[config.mk]
export PLATFORM = sky130hd
export DESIGN_NAME = fifo_rd_stream_adapter
export DESIGN_NICKNAME = d
export VERILOG_FILES = /design/src/rtl/fifo_rd_stream_adapter.sv
export SDC_FILE = /design/constraint.sdc
export NUM_CORES = 1
export LEC_CHECK = 0
export ABC_AREA = 1
export CORE_ASPECT_RATIO = 1.1
export CORE_MARGIN = 2
export CORE_UTILIZATION = 40
export DETAILED_ROUTE_END_ITERATION = 8
export PLACE_DENSITY = 0.67
export SYNTH_ARGS = -nofsm -noshare
export SYNTH_HDL_FRONTEND = slang
export SYNTH_SLANG_ARGS = --single-unit
[constraint.sdc]
create_clock -name clk_i -period 1.2 [get_ports clk_i]
set_clock_uncertainty 0.15 [all_clocks]
set_input_delay 0.12 -clock clk_i [delete_from_list [all_inputs] [get_ports clk_i]]
set_output_delay 0.12 -clock clk_i [all_outputs]
set_load 0.01 [all_outputs]
[src/rtl/fifo_rd_stream_adapter.sv]
// Read-end adapter for show-ahead FIFOs: pops via empty/rd_en and presents a
// registered valid/ready stream through a 2-entry head/skid buffer.

module fifo_rd_stream_adapter_chk (
   input  logic       clk_i,
   input  logic       rst_ni,
   input  logic [1:0] occupancy_i,
   input  logic       m_valid_i,
   input  logic       m_ready_i,
   input  logic       fifo_empty_i,
   input  logic       fifo_rd_en_i
);

   occ_upper_bound: assert property (@(posedge clk_i) disable iff (!rst_ni)
      occupancy_i <= 2'd2);
   occ_no_underflow: assert property (@(posedge clk_i) disable iff (!rst_ni)
      (occupancy_i == 2'd0) |-> !(m_valid_i && m_ready_i));
   valid_matches_occ: assert property (@(posedge clk_i) disable iff (!rst_ni)
      m_valid_i == (occupancy_i != 2'd0));
   no_pop_while_empty: assert property (@(posedge clk_i) disable iff (!rst_ni)
      fifo_empty_i |-> !fifo_rd_en_i);

endmodule

module fifo_rd_stream_adapter #(
   parameter int WIDTH = 10
) (
   input  logic             clk_i,
   input  logic             rst_ni,
   input  logic [WIDTH-1:0] fifo_data_i,
   input  logic             fifo_empty_i,
   output logic             fifo_rd_en_o,
   output logic             m_valid_o,
   output logic [WIDTH-1:0] m_data_o,
   input  logic             m_ready_i,
   output logic [1:0]       occupancy_o
);

   localparam logic [1:0] OCC_EMPTY = 2'd0;
   localparam logic [1:0] OCC_ONE   = 2'd1;
   localparam logic [1:0] OCC_TWO   = 2'd2;

   logic [1:0]       occ_q,   occ_d;
   logic             valid_q, valid_d;
   logic [WIDTH-1:0] head_q,  head_d;
   logic [WIDTH-1:0] skid_q,  skid_d;
   logic             push_s;
   logic             pop_s;

   // State register: occupancy, head, skid and the registered valid flag.
   always_ff @(posedge clk_i or negedge rst_ni) begin
      if (!rst_ni) begin
         occ_q   <= OCC_EMPTY;
         valid_q <= 1'b0;
         head_q  <= {WIDTH{1'b0}};
         skid_q  <= {WIDTH{1'b0}};
      end else begin
         occ_q   <= occ_d;
         valid_q <= valid_d;
         head_q  <= head_d;
         skid_q  <= skid_d;
      end
   end

   // Next-state: push comes from the FIFO pop, pop from the downstream handshake.
   always_comb begin
      occ_d  = occ_q;
      head_d = head_q;
      skid_d = skid_q;
      case (occ_q)
         OCC_EMPTY: begin
            if (push_s) begin
               occ_d  = OCC_ONE;
               head_d = fifo_data_i;
            end else begin
               occ_d  = OCC_EMPTY;
            end
         end
         OCC_ONE: begin
            if (push_s && !pop_s) begin
               occ_d  = OCC_TWO;
               skid_d = fifo_data_i;
            end else if (push_s && pop_s) begin
               head_d = fifo_data_i;
            end else if (pop_s) begin
               occ_d  = OCC_EMPTY;
            end else begin
               occ_d  = OCC_ONE;
            end
         end
         OCC_TWO: begin
            if (pop_s) begin
               occ_d  = OCC_ONE;
               head_d = skid_q;
            end else begin
               occ_d  = OCC_TWO;
            end
         end
         default: begin
            occ_d  = OCC_EMPTY;
         end
      endcase
      valid_d = (occ_d != OCC_EMPTY);
   end

   // Outputs: rd_en never looks at m_ready_i, only at empty and registered state.
   always_comb begin
      push_s = rst_ni && !fifo_empty_i && (occ_q < OCC_TWO);
      pop_s  = valid_q && m_ready_i;
   end

   assign fifo_rd_en_o = push_s;
   assign m_valid_o    = valid_q;
   assign m_data_o     = head_q;
   assign occupancy_o  = occ_q;

   fifo_rd_stream_adapter_chk u_chk (
      .clk_i        (clk_i),
      .rst_ni       (rst_ni),
      .occupancy_i  (occ_q),
      .m_valid_i    (valid_q),
      .m_ready_i    (m_ready_i),
      .fifo_empty_i (fifo_empty_i),
      .fifo_rd_en_i (push_s)
   );

endmodule

==> results of run 1 <==
flip-flops by register name (all words and copies together), names as in the netlist:
name and count:
m_valid_o 1, occupancy_o 2, m_data_o 10, skid_q 10
stage by stage:
stage                     setup WS (ns)  total power [uW]  setup TNS, ns
after floorplan                  0.0154              2490              0
after global placement           -0.494              3190          -7.03
after detailed placement         -0.507              3260          -7.69
after CTS                        -0.174              4310          -3.35
after global routing             -0.267              5030          -5.37
final                            -0.210              4710          -3.77
report_power, final:
part | total [uW] | internal (uW) | switching, uW
sequential | 1400 | 1150 | 246
combinational | 2930 | 1350 | 1580
clock | 374 | 125 | 249
routing by layer:
| layer | wire length, um | vias up | global-route usage (%) |
|---|---|---|---|
| met4 | 131 | 0 | 7.86 |
| met2 | 1680 | 49 | 36.1 |
| li1 | - | 567 | - |
| met5 | 0 | - | 0 |
| met3 | 153 | 13 | 2.78 |
| met1 | 1380 | 568 | 28.7 |
kinds of logic (layout without fill, tap and decap cells):
kind of cell           count (synthesis)  after routing
buffers and inverters                 13             66
flip-flops                            23             23
AND/OR/NAND/NOR                      105            106
AO/OA/AOI/OAI                          2              2
cell type report:
cell class,instances,area [um^2],area share [%]
well taps,33,41.3,2.25
inverters,6,37.5,2.05
clock inverters,1,5.00,0.273
multi-input cells,108,661,36.0
clock buffers,3,22.5,1.23
flip-flops and latches,23,576,31.4
repair buffers,56,492,26.8
how the worst min path moves through the flow:
stage,end,depth (start not counted)
floorplan,m_data_o[0]$_DFFE_PN0P_,0
global placement,m_data_o[0]$_DFFE_PN0P_,2
finish,m_valid_o$_DFF_PN0_,2
detailed placement,m_data_o[5]$_DFFE_PN0P_,2
global route,m_valid_o$_DFF_PN0_,2
CTS,m_data_o[4]$_DFFE_PN0P_,2
layout by cell type (no fill, tap or decap):
master	n
sky130_fd_sc_hd__clkdlybuf4s50_1	13
sky130_fd_sc_hd__clkinv_8	1
sky130_fd_sc_hd__nor2_1	1
sky130_fd_sc_hd__inv_1	3
sky130_fd_sc_hd__clkinv_2	1
sky130_fd_sc_hd__nand2_1	52
sky130_fd_sc_hd__nand2_4	3
sky130_fd_sc_hd__nand2_8	6
sky130_fd_sc_hd__buf_12	1
sky130_fd_sc_hd__inv_2	1
sky130_fd_sc_hd__buf_4	16
sky130_fd_sc_hd__buf_6	13
sky130_fd_sc_hd__nand2_2	10
sky130_fd_sc_hd__buf_2	12
sky130_fd_sc_hd__nand3_4	1
sky130_fd_sc_hd__buf_8	1
sky130_fd_sc_hd__or2_1	1
sky130_fd_sc_hd__clkbuf_4	3
sky130_fd_sc_hd__nor2_4	1
sky130_fd_sc_hd__nand3_1	25
sky130_fd_sc_hd__inv_4	1
sky130_fd_sc_hd__nand3_2	6
sky130_fd_sc_hd__dfrtp_1	23
sky130_fd_sc_hd__o21ai_2	1
sky130_fd_sc_hd__a21oi_4	1
what timing repair did:
item,4_1_cts,5_1_grt
cloned,3,0
setup endpoints to repair,37,26
hold endpoints to repair,0,0
setup buffers,16,3
gates resized for setup,106,17
pin swaps,5,7
==> results, run 1 <==
- The number of synthesized register bits is 23.
- After synthesis, flip-flops and latches occupy around 51% of the total area.
- Yosys printed 0 warnings.
- The number of antenna violations at the first check in global routing is 0.
- TritonCTS built the clock tree.
- The first global-routing pass estimated 5.17 mm of wire.
- In the post-synthesis netlist, the biggest area contributors are sky130_fd_sc_hd__dfrtp_1 (51%), sky130_fd_sc_hd__nand2_1 (22%), sky130_fd_sc_hd__nand3_1 (14%).
- Clock latency on the worst-skew pair, taken at its later pin, is 0.33 ns.
- The clock transition at the register clock pins on the worst setup and hold paths after CTS is about 0.13 ns.
- The number of cells produced by synthesis is approximately 140.
- The level count of the clock H-tree is 1.
- The DRC violation count after routing is 0.
- Routability-driven placement finished with a final weighted congestion of 0.771.
- The arithmetic-cell share of the synthesized area counting full adders, half adders and majority gates is 0%.
- In this run the clock root is driven by a sky130_fd_sc_hd__clkbuf_4.
- The synthesized netlist devotes less than 1% of its cell area to compound gates.
- Cells with a size suffix above 1 make up between 40% and 50% of the layout.
- The number of global-route vias before repair is ~1,100.
- Data on the critical path is required at its endpoint by between 0.9 and 1 ns.
- The number of buffers inserted by hold repair at cts is 0.
- The finished cells cover 0.00183 mm^2.
- The initial DRC count is just under 50.
- Traced cell by cell, the critical path runs through inv_2 -> nand3_4 -> inv_4 -> buf_6.
- The clock passes through at most 2 buffers.
- The repair_antennas step left the layout with diodes totalling 0.
- The setup check on the worst reg-to-reg path leaves a slack of -0.18 ns.
- Of all nets on the critical path, the largest fanout is 3.
- The total half-perimeter wirelength after legalization and detailed placement is 1.87 mm.
- The critical path ends at fifo_rd_en_o.
- The number of nets in the layout is between 200 and 250.
- The tightest min-delay check is of the in2async type.
- Across the run, the number of max-cap violations was 0.
- The area added between synthesis and finish is 64.0%.
- The analysis attributes to cell leakage a power of roughly 0.00094 uW.
- In the synthesized netlist the async set-or-reset flop fraction comes to 100%.
- The placement-stage cell area is roughly 0.0014 mm^2.
- The checks that failed: negative setup slack.
- The period utilization is 117%.
- At the end of the flow the core is filled with cells to 67.9%.
- The floorplan has 20 rows.
- The multiplexer share of the synthesized area is 0%.
- The floorplan step defined a die boundary enclosing ~0.0032 mm^2.
- For the worst flop-to-flop path, the logic depth is 8.
- The total count of max-transition violations in the final report came to 0.
- The tightest slew margin relative to the limit is around four fifths.
- The post-placement cell count is approximately 210.
- The buffers plus inverters on the worst setup path is 3.
- Entering global routing, the biggest net connects 25 pins.
- The remaining antenna violation count after routing is 0.
- The core region is about 0.0027 mm^2.
- The startpoint-to-endpoint class of the critical path is reg2out.
- The capturing element type of the critical path is an output port.
- The slowest stage of the critical path is the sky130_fd_sc_hd__dfrtp_1 cell.
- Sorting the synthesized cells by how often they occur yields sky130_fd_sc_hd__nand2_1 (67), sky130_fd_sc_hd__nand3_1 (31), sky130_fd_sc_hd__dfrtp_1 (23).
- The initial utilization of the core area, before any placement, comes to 41.4%.
- The share of synthesized area in the top cell type comes to 51.5%.
- The worst reg2reg path startpoint is occupancy_o[1]$_DFF_PN0_.
- The endpoint of the worst-slack reg-to-reg timing path is skid_q[5]$_DFFE_PN0P_.
- In this run the power density over the cells is about 2600 mW/mm^2.
- The flow ran to the end, but the final reports show violations.
- The post-synthesis net count is between 150 and 200.
- The actual transition at the worst max-transition pin is 0.300 ns.
- The number of iterations in the first detailed-routing pass is 4.
- The total overflow left after global routing is 0.
- The most critical setup path has its startpoint at occupancy_o[1]$_DFF_PN0_.
- Global routing used between 20% and 30% of the available tracks across all layers.
- The final-layout worst hold slack is 0.0925 ns.
- For this run, the leading register cell type out of synthesis is sky130_fd_sc_hd__dfrtp_1.
- The fill cell total of the finished layout is around 210.
- The setup slack of the critical path after layout is -0.210 ns.
- The final setup violation count is 25.
- In this run, CTS created clock tree buffers numbering 3.
- After synthesis, the mean cell area works out to about 7.8 um^2.
- The most common cell in the synthesized netlist is sky130_fd_sc_hd__nand2_1.
- The cell family contributing the most delay on the critical path is flip-flops.
- The number of clock sinks is 23.
- For this run, the top clock speed supported by timing is ~710 MHz.
- The worst path in the final design needs a cycle of 1.41 ns, including I/O delays and setup.
- The count of final hold-check violations came to 0.
- Summing the areas of all and, or, nand and nor instances in the mapped netlist gives roughly 40% of the synthesized area.
- Setup repair after global routing could not meet its margin everywhere.
- The netlist uses 15 different library cells.
- In this run the count of I/O pins placed on the die edge is 28.
- The floorplan step set the die width to roughly 54 um.
- The count of cells in the finished layout, fillers not included, comes to 230.
- The die height is 59.5 um.
- The critical path runs through a total of 4 cells.
- The via count normalized by instance count is 5.20.
- The maximum ir drop on the vdd rail is about 0.0016 V.
- The total wire length is 3.35 mm.
- The worst stage delay on the critical path is 0.42 ns.
- The cell type contributing the most total cell area after synthesis is sky130_fd_sc_hd__dfrtp_1.
- The data arrival time of the critical path is approximately 1.1 ns.
- In this run the cell area of the synthesized design comes to 0.00112 mm^2.
- The combinational family with the most area after synthesis is simple AND/OR/NAND/NOR gates.
- After Yosys synthesis, XOR and XNOR cells account for 0% of the synthesized area.
- The detailed-route wire length per cell is roughly 15 um.
- The count of flip-flops with a built-in enable after synthesis is 0.
- During placement, the flow inserted port buffers numbering 27.
- STA classifies the critical path startpoint as a flop.
- The total via count in the routed design is between 1,000 and 1,500.
Note: power is estimated with default switching activity, not from simulation.
==> inputs of run 2 (changes only) <==
- ABC_AREA: 1 -> default
- PLACE_DENSITY: 0.67 -> 0.65
- clock period: 1.2 -> 1.56 ns (I/O delays scaled with it)
==> run 2 against run 1 <==
  * The run still ends with negative setup slack left
  * Die area shrank 6.1%
  * Clock power shrank 29%
  * Sequential share of layout area grew 7.0 points
  * Global-route usage shrank 5.0 points
  * Setup slack lost 0.088 ns
  * Sequential power shrank 26%
  * Final cell count shrank 38%
  * Non-clock buffer count shrank 19
  * Flip-flop and latch count is the same
  * Cell area shrank 18%
  * Routed wire length shrank 38%
  * Combinational power shrank 59%
  * Critical path type is now reg2reg
  * Largest cell class is now registers
==> results, run 2 <==
- The fraction of power spent switching nets came to 30.3% (-14 points).
- The total power divided by cell area is 1660 mW/mm^2 (-35%).
- The checks that failed: negative setup slack.
- The max-cap violation count is 0 (unchanged).
- The total half-perimeter wirelength after legalization and detailed placement is 1.58 mm (-15%).
- The clock transition at the register clock pins on the worst setup and hold paths after CTS is 0.12 ns (about the same).
- The total power draw was 2490 uW (-47%).
- The number of global-route vias before repair was 790 (-31%).
- The maximum net fanout on the critical path was 10 (+7).
- The post-synthesis net count is 85 (-46%).
- The met1 routed wirelength after detailed routing is 878 um (-36%).
- The buffer depth of the longest clock path is 2 (unchanged).
- The count of final hold-check violations is 0 (unchanged).
- By area the synthesized netlist is led by sky130_fd_sc_hd__dfrtp_1 (55%), sky130_fd_sc_hd__mux2_2 (32%), sky130_fd_sc_hd__o211ai_4 (2.0%).
- The total number of yosys warnings was 0 (unchanged).
- The maximum ir drop on the vdd rail was 0.00109 V (-33%).
- The sum of met3 wire segment lengths after detailed routing came to 63 um (-59%).
- The total wire length came to 2.06 mm (-38%).
- The area added between synthesis and finish is 43.8%.
- The switching component of the power is 755 uW (-64%).
- The DRC violation count after routing is 0 (unchanged).
- The worst stage delay on the critical path was 0.44 ns (+0.02 ns).
- The via count normalized by instance count is 4.94 (-5.1%).
- The remaining antenna violation count after routing is 0 (unchanged).
- The number of port buffers is 27 (unchanged).
- The top cell types in the final layout, fill and taps aside, are sky130_fd_sc_hd__mux2_2 (30), sky130_fd_sc_hd__dfrtp_1 (22), sky130_fd_sc_hd__clkdlybuf4s50_1 (15).
- The parity-gate share of the synthesized area counting xor and xnor cells is 0% (unchanged).
- The path class of the tightest hold or removal check is in2async.
- The area of the mapped netlist is 0.00104 mm^2 (-6.6%).
- The actual transition at the worst max-transition pin came to 0.291 ns (-0.00849 ns).
- The level count of the clock H-tree was 1 (unchanged).
- The total met2 wirelength after detailed routing is 1.11 mm (-34%).
- The number of clock sinks came to 23 (unchanged).
- The ratio of cells with drive above 1 in the final layout is 45.0% (+4.9 points).
- By area, the combinational part of the netlist is dominated by multiplexers.
- The share of synthesized area occupied by flip-flops and latches is 55.1% (+3.6 points).
- The number of distinct library cell variants in the gate-level netlist after synthesis is 15 (unchanged).
- The cell type contributing the most total cell area after synthesis is sky130_fd_sc_hd__dfrtp_1.
- The number of buffers inserted by post-CTS setup repair was 0 (-16).
- The area of the die is 0.00304 mm^2 (-6.1%).
- The routability congestion estimate from global placement came to 0.711 (-7.8%).
- The antenna diode instance count is 0 (unchanged).
- The number of antenna violations at the first check in global routing is 0 (unchanged).
- The die height is 57.6 um (-3.1%).
- The achievable clock frequency is 538 MHz.
- The final setup violation count was 21 (-16%).
- The setup slack of the critical path after layout is -0.298 ns (-0.0884 ns).
- The detailed-route wire length per cell was 14.5 um (-0.22%).
- The clock share of power came to 10.7% (+2.7 points).
- The nature of the critical path startpoint is a flop.
- The tightest slew margin relative to the limit is 80.5% (+0.52 points).
- The clock period minus worst slack is 1.86 ns.
- The number of primary I/O pins is 28 (unchanged).
- The total via count in the routed design is 701 (-41%).
- The CTS buffer count is 3 (unchanged).
- The internal portion of total power is 1740 uW (-34%).
- The kind of cell with the highest combined delay along the critical path is simple AND/OR/NAND/NOR gates.
- The core footprint was 0.00250 mm^2 (-7.6%).
- The width of the die is 52.7 um (-3.1%).
- For this run, the leading register cell type out of synthesis is sky130_fd_sc_hd__dfrtp_1.
- The number of cells produced by synthesis came to 71 (-50%).
- The multiplexer share of the synthesized area is 32.3% (+32 points).
- The clock latency reported for the late side of the worst-skew pair came to 0.30 ns (-0.03 ns).
- The combinational share of power came to 47.5% (-15 points).
- The area share of the leading cell type in the synthesized netlist is 55.1% (+3.6 points).
- For this design, the slowest cell found on the critical path is sky130_fd_sc_hd__or3b_4.
- The buffer cell driving the clock tree root is sky130_fd_sc_hd__clkbuf_4.
- The most common cell in the synthesized netlist is sky130_fd_sc_hd__mux2_2.
- Setup repair after global routing could not meet its margin everywhere.
- Sorting the synthesized cells by how often they occur yields sky130_fd_sc_hd__mux2_2 (30), sky130_fd_sc_hd__dfrtp_1 (23), sky130_fd_sc_hd__nand2_1 (3).
- The critical path goes through or3b_4 -> o211ai_4 -> buf_12 -> mux2_2.
- The effective utilization at floorplan is 41.9% (+0.47 points).
- The placement-stage worst setup slack is -0.543 ns (-0.0360 ns).
- The flow ran to the end, but the final reports show violations.
- The library cell used most frequently in the layout, excluding fill and tap cells, is sky130_fd_sc_hd__mux2_2.
- The pin count of the biggest net entering global routing came to 14 (-44%).
- TritonCTS built the clock tree.
- The total grt overflow was 0 (unchanged).
- The arithmetic-cell share of the synthesized area counting full adders, half adders and majority gates is 0% (unchanged).
- The buffers plus inverters on the worst setup path is 1 (-2).
- The worst path uses 119% of the clock period.
- The startpoint-to-endpoint class of the critical path is reg2reg.
- The site row count is 19 (-5.0%).
- The share of power burned in registers is 41.8% (+12 points).
- The capturing element type of the critical path is a flop.
- The data arrival time of the critical path is 1.90 ns (+0.76 ns).
- The final instance area was 0.00150 mm^2 (-18%).
- The highest metal layer carrying signal wires in the routed design is met4.
- The global-route wire length before repair is 3.66 mm (-29%).
- The total count of max-transition violations in the final report is 0 (unchanged).
- The fraction of the mapped netlist area in compound gates is 5.39% (+4.5 points).
- The global router's overall resource usage is 16.8% (-5.0 points).
- The mean instance size in the synthesized netlist came to 14.7 um^2 (+88%).
- The initial DRC count is 3 (-94%).
- The async set-reset flop share out of synthesis came to 100% (unchanged).
- The number of iterations in the first detailed-routing pass is 4 (unchanged).
- The number of nets in the layout is 126 (-41%).
- The placement-stage cell area was 0.00146 mm^2 (+1.1%).
- The critical path data required time is 1.60 ns (+0.67 ns).
- The number of synthesized register bits is 23 (unchanged).
- The simple-gate portion of the synthesized area is 6.47% (-34 points).
- The count of flip-flops with a built-in enable after synthesis is 0 (unchanged).
- The static leakage is 0.000724 uW (-23%).
run 2: cell count changes after synthesis, sizes merged, moves of 2 or more:
cell,delta
a21boi,+2
buf,-7
inv,-5
mux2,+30
nand2,-66
nand2b,+2
nand3,-32
nor2,-2
o211ai,+3
run 2: cell type report:
class                      count  area (um^2)
fill                         228          993
sequential                    23          577
multi-input combinational     46          473
timing repair buffer          37          382
tap                           31         38.8
clock buffer                   4         26.3
inverter                       1         6.26
run 2: final timing paths:
kind                       cells after the start                  endpoint  slack, ns                     start
min in group clk_i                             2     skid_q[1]$_DFFE_PN0P_       0.33            fifo_data_i[1]
max                                            4   m_data_o[8]$_DFFE_PN0P_      -0.30  occupancy_o[1]$_DFF_PN0_
min reg2reg                                    1     skid_q[8]$_DFFE_PN0P_       0.37     skid_q[8]$_DFFE_PN0P_
max reg2reg                                    4   m_data_o[8]$_DFFE_PN0P_      -0.30  occupancy_o[1]$_DFF_PN0_
max in group asynchronous                      2     skid_q[0]$_DFFE_PN0P_       1.00                    rst_ni
min                                            2  occupancy_o[1]$_DFF_PN0_       0.08                    rst_ni
run 2: metrics by stage:
step,hold WS [ns],util [%],std cells,setup TNS [ns]
floorplan,-0.290,-,71,-4.04
global placement,0.333,58.6,138,-9.62
detailed placement,0.343,58.6,138,-10.16
CTS,0.0783,59.5,142,-3.92
global route,0.0956,60.2,142,-4.60
finish,0.0779,60.2,142,-3.66
run 2: metal layers:
layer	vias to the layer above	track usage, %
li1	340	-
met5	-	0
met1	346	22.0
met4	0	6.59
met2	13	27.1
met3	2	3.14
run 2: repair_timing:
| action | 4_1_cts | 5_1_grt |
|---|---|---|
| hold buffers | 0 | 0 |
| setup endpoints to repair | 24 | 29 |
| resized for setup | 8 | 10 |
run 2: power by group through the flow:
stage | Sequential, uW | Clock (uW) | Combinational, uW
floorplan | 1130 | 0 | 526
global placement | 1040 | 0 | 1230
detailed placement | 1060 | 0 | 1260
CTS | 1050 | 282 | 1240
global route | 1090 | 306 | 1270
finish | 1040 | 266 | 1190
run 2: cells by family after synthesis:
logic type | Yosys count
AND/OR/NAND/NOR | 10
buffers and inverters | 2
flip-flops | 23
AO/OA/AOI/OAI | 6
multiplexers | 30
==> inputs of run 3 (changes only) <==
- ABC_AREA: default -> 0
- CTS_BUF_LIST: default -> sky130_fd_sc_hd__clkbuf_2 sky130_fd_sc_hd__clkbuf_4 sky130_fd_sc_hd__clkbuf_8
- MAX_ROUTING_LAYER: default -> met4
==> run 3 against run 2 <==
  * The flow still finishes with violations (negative setup slack)
  * Register-to-register slack barely moved
  * Core utilization grew 0.15 points
  * Sequential share of layout area decreased by 0.096 points
  * Critical path depth unchanged
  * Combinational power hardly changed
  * Critical endpoint unchanged
  * Largest cell class unchanged
==> results, run 3 (synthesis gave the netlist of run 2 again) <==
- The period utilization came to 119% (+0.17 points).
- The total half-perimeter wirelength after legalization and detailed placement is 1.58 mm (unchanged).
- The ratio of cells with drive above 1 in the final layout is 45.9% (+0.90 points).
- The number of clock sinks is 23 (unchanged).
- The count of final hold-check violations was 0 (unchanged).
- The global router's overall resource usage came to 17.3% (+0.50 points).
- The clock period minus worst slack is 1.86 ns (+0.00268 ns).
- The post-placement cell count is 138 (unchanged).
- The site row count is 19 (unchanged).
- The data arrival time of the critical path is 1.90 ns (about the same).
- The cell family contributing the most delay on the critical path is simple AND/OR/NAND/NOR gates.
- The area growth from synthesis to layout is 44.2%.
- The pin count of the biggest net entering global routing is 14 (unchanged).
- The tightest slew margin relative to the limit was 80.5% (about the same).
- The width of the die is 52.7 um (unchanged).
- The achievable clock frequency is 537 MHz (-0.14%).
- The number of nets in the layout came to 126 (unchanged).
- The number of global-route vias before repair is 792 (+0.25%).
- The number of buffers inserted by hold repair at cts was 0 (unchanged).
- The worst setup path is captured at a flop.
- The total via count in the routed design is 706 (+0.71%).
- The setup slack of the critical path after layout came to -0.301 ns (-0.00268 ns).
- The critical path data required time is 1.60 ns (about the same).
- The routability congestion estimate from global placement came to 0.720 (+1.1%).
- The actual transition at the worst max-transition pin came to 0.292 ns (+0.0000217 ns).
- Setup repair after global routing could not meet its margin everywhere.
- The buffer depth of the longest clock path is 2 (unchanged).
- The antenna diode instance count is 0 (unchanged).
- The effective utilization at floorplan is 41.9% (unchanged).
- The clock transition at the register clock pins on the worst setup and hold paths after CTS came to 0.12 ns (about the same).
- The total grt overflow is 0 (unchanged).
- The max-cap violation count is 0 (unchanged).
- The die height is 57.6 um (unchanged).
- The static leakage was 0.000727 uW (+0.47%).
- The final reports fail on negative setup slack.
- The CTS buffer count is 3 (unchanged).
- The CTS tree is yes.
- The clock latency reported for the late side of the worst-skew pair is 0.30 ns (about the same).
- On the critical path, the stage with the largest delay is an instance of sky130_fd_sc_hd__or3b_4.
- The path category of the worst min-delay check is in2async.
- The final setup violation count is 21 (unchanged).
- The fill cell total of the finished layout is 228 (unchanged).
- The buffer cell driving the clock tree root is sky130_fd_sc_hd__clkbuf_4.
- The nature of the critical path startpoint is a flop.
- The worst setup slack for register-to-register paths was -0.30 ns (about the same).
- The maximum net fanout on the critical path is 10 (unchanged).
- The critical path goes through or3b_4 -> o211ai_4 -> buf_12 -> mux2_2.
- The top cell types in the final layout, fill and taps aside, are sky130_fd_sc_hd__mux2_2 (30), sky130_fd_sc_hd__dfrtp_1 (22), sky130_fd_sc_hd__clkdlybuf4s50_1 (15).
- The flow ran to the end, but the final reports show violations.
- The detailed-route wire length per cell is 14.6 um (+0.63%).
- The maximum ir drop on the vdd rail came to 0.00109 V (about the same).
- The most common cell after layout, fill and taps aside is sky130_fd_sc_hd__mux2_2.
- The final non-filler cell total is 142 (unchanged).
- The global-route wire length before repair is 3.65 mm (-0.19%).
- The number of primary I/O pins is 28 (unchanged).
- The critical path is of the reg2reg type.
- The number of iterations in the first detailed-routing pass is 4 (unchanged).
- The DRC violation count after routing was 0 (unchanged).
- The area of the die came to 0.00304 mm^2 (unchanged).
- The total power divided by cell area was 1670 mW/mm^2 (+0.55%).
- The via count normalized by instance count is 4.97 (+0.71%).
- The final-layout worst hold slack came to 0.0873 ns (+0.00939 ns).
- The worst stage delay on the critical path is 0.44 ns (about the same).
- The number of antenna violations at the first check in global routing is 0 (unchanged).
- The total wire length is 2.08 mm (+0.63%).
- The setup TNS after final layout is -3.70 ns (-0.0322 ns).
- The level count of the clock H-tree is 1 (unchanged).
- The number of port buffers came to 27 (unchanged).
- The core footprint is 0.00250 mm^2 (unchanged).
- The initial DRC count was 2 (-1).
- The remaining antenna violation count after routing is 0 (unchanged).
- The buffers plus inverters on the worst setup path was 1 (unchanged).
- The total count of max-transition violations in the final report is 0 (unchanged).
## run 3: path summary, 6_finish.rpt
check                                              start                  endpoint  cells after the start
worst max register to register  occupancy_o[1]$_DFF_PN0_   m_data_o[8]$_DFFE_PN0P_                      4
worst max-delay path            occupancy_o[1]$_DFF_PN0_   m_data_o[8]$_DFFE_PN0P_                      4
min in group clk_i                        fifo_data_i[1]     skid_q[1]$_DFFE_PN0P_                      2
max in group asynchronous                         rst_ni     skid_q[0]$_DFFE_PN0P_                      2
worst min register to register     skid_q[8]$_DFFE_PN0P_     skid_q[8]$_DFFE_PN0P_                      1
worst min-delay path                              rst_ni  occupancy_o[1]$_DFF_PN0_                      2
## run 3: routing by layer
metal,GRT usage (%),routed length [um],vias up
li1,-,-,340
met2,27.1,1100,13
met3,3.14,62,2
met5,-,0,-
met4,6.59,17,0
met1,22.0,895,351
## run 3: cell type report
class | count | area (um^2) | area share, %
flip-flops and latches | 23 | 577 | 38.3
repair buffers | 37 | 382 | 25.3
clock buffers | 4 | 30.0 | 1.99
multi-input cells | 46 | 473 | 31.4
inverters | 1 | 6.26 | 0.415
well taps | 31 | 38.8 | 2.57
## run 3: metrics by stage
step	cell area (um^2)	utilization, %	worst slack (ns)	total power (uW)
floorplan	1060	-	-0.260	1660
global placement	1460	58.6	-0.516	2280
detailed placement	1460	58.6	-0.543	2320
CTS	1490	59.7	-0.291	2580
global route	1510	60.4	-0.336	2690
finish	1510	60.4	-0.301	2510
## run 3: repair_timing
action | in CTS | in global routing
endpoints found under the hold margin | 0 | 0
resized for setup | 8 | 10
pin swaps | 0 | 0
setup buffers | 0 | 0
setup endpoints to repair | 24 | 29
gates cloned | 0 | 0
## run 3: power by group
| part | switching [uW] | leakage, uW | internal, uW | total, uW |
|---|---|---|---|---|
| Clock | 167 | 0.0000184 | 117 | 284 |
| Combinational | 443 | 0.000434 | 744 | 1190 |
| Sequential | 147 | 0.000275 | 894 | 1040 |
| Total | 758 | 0.000727 | 1760 | 2510 |
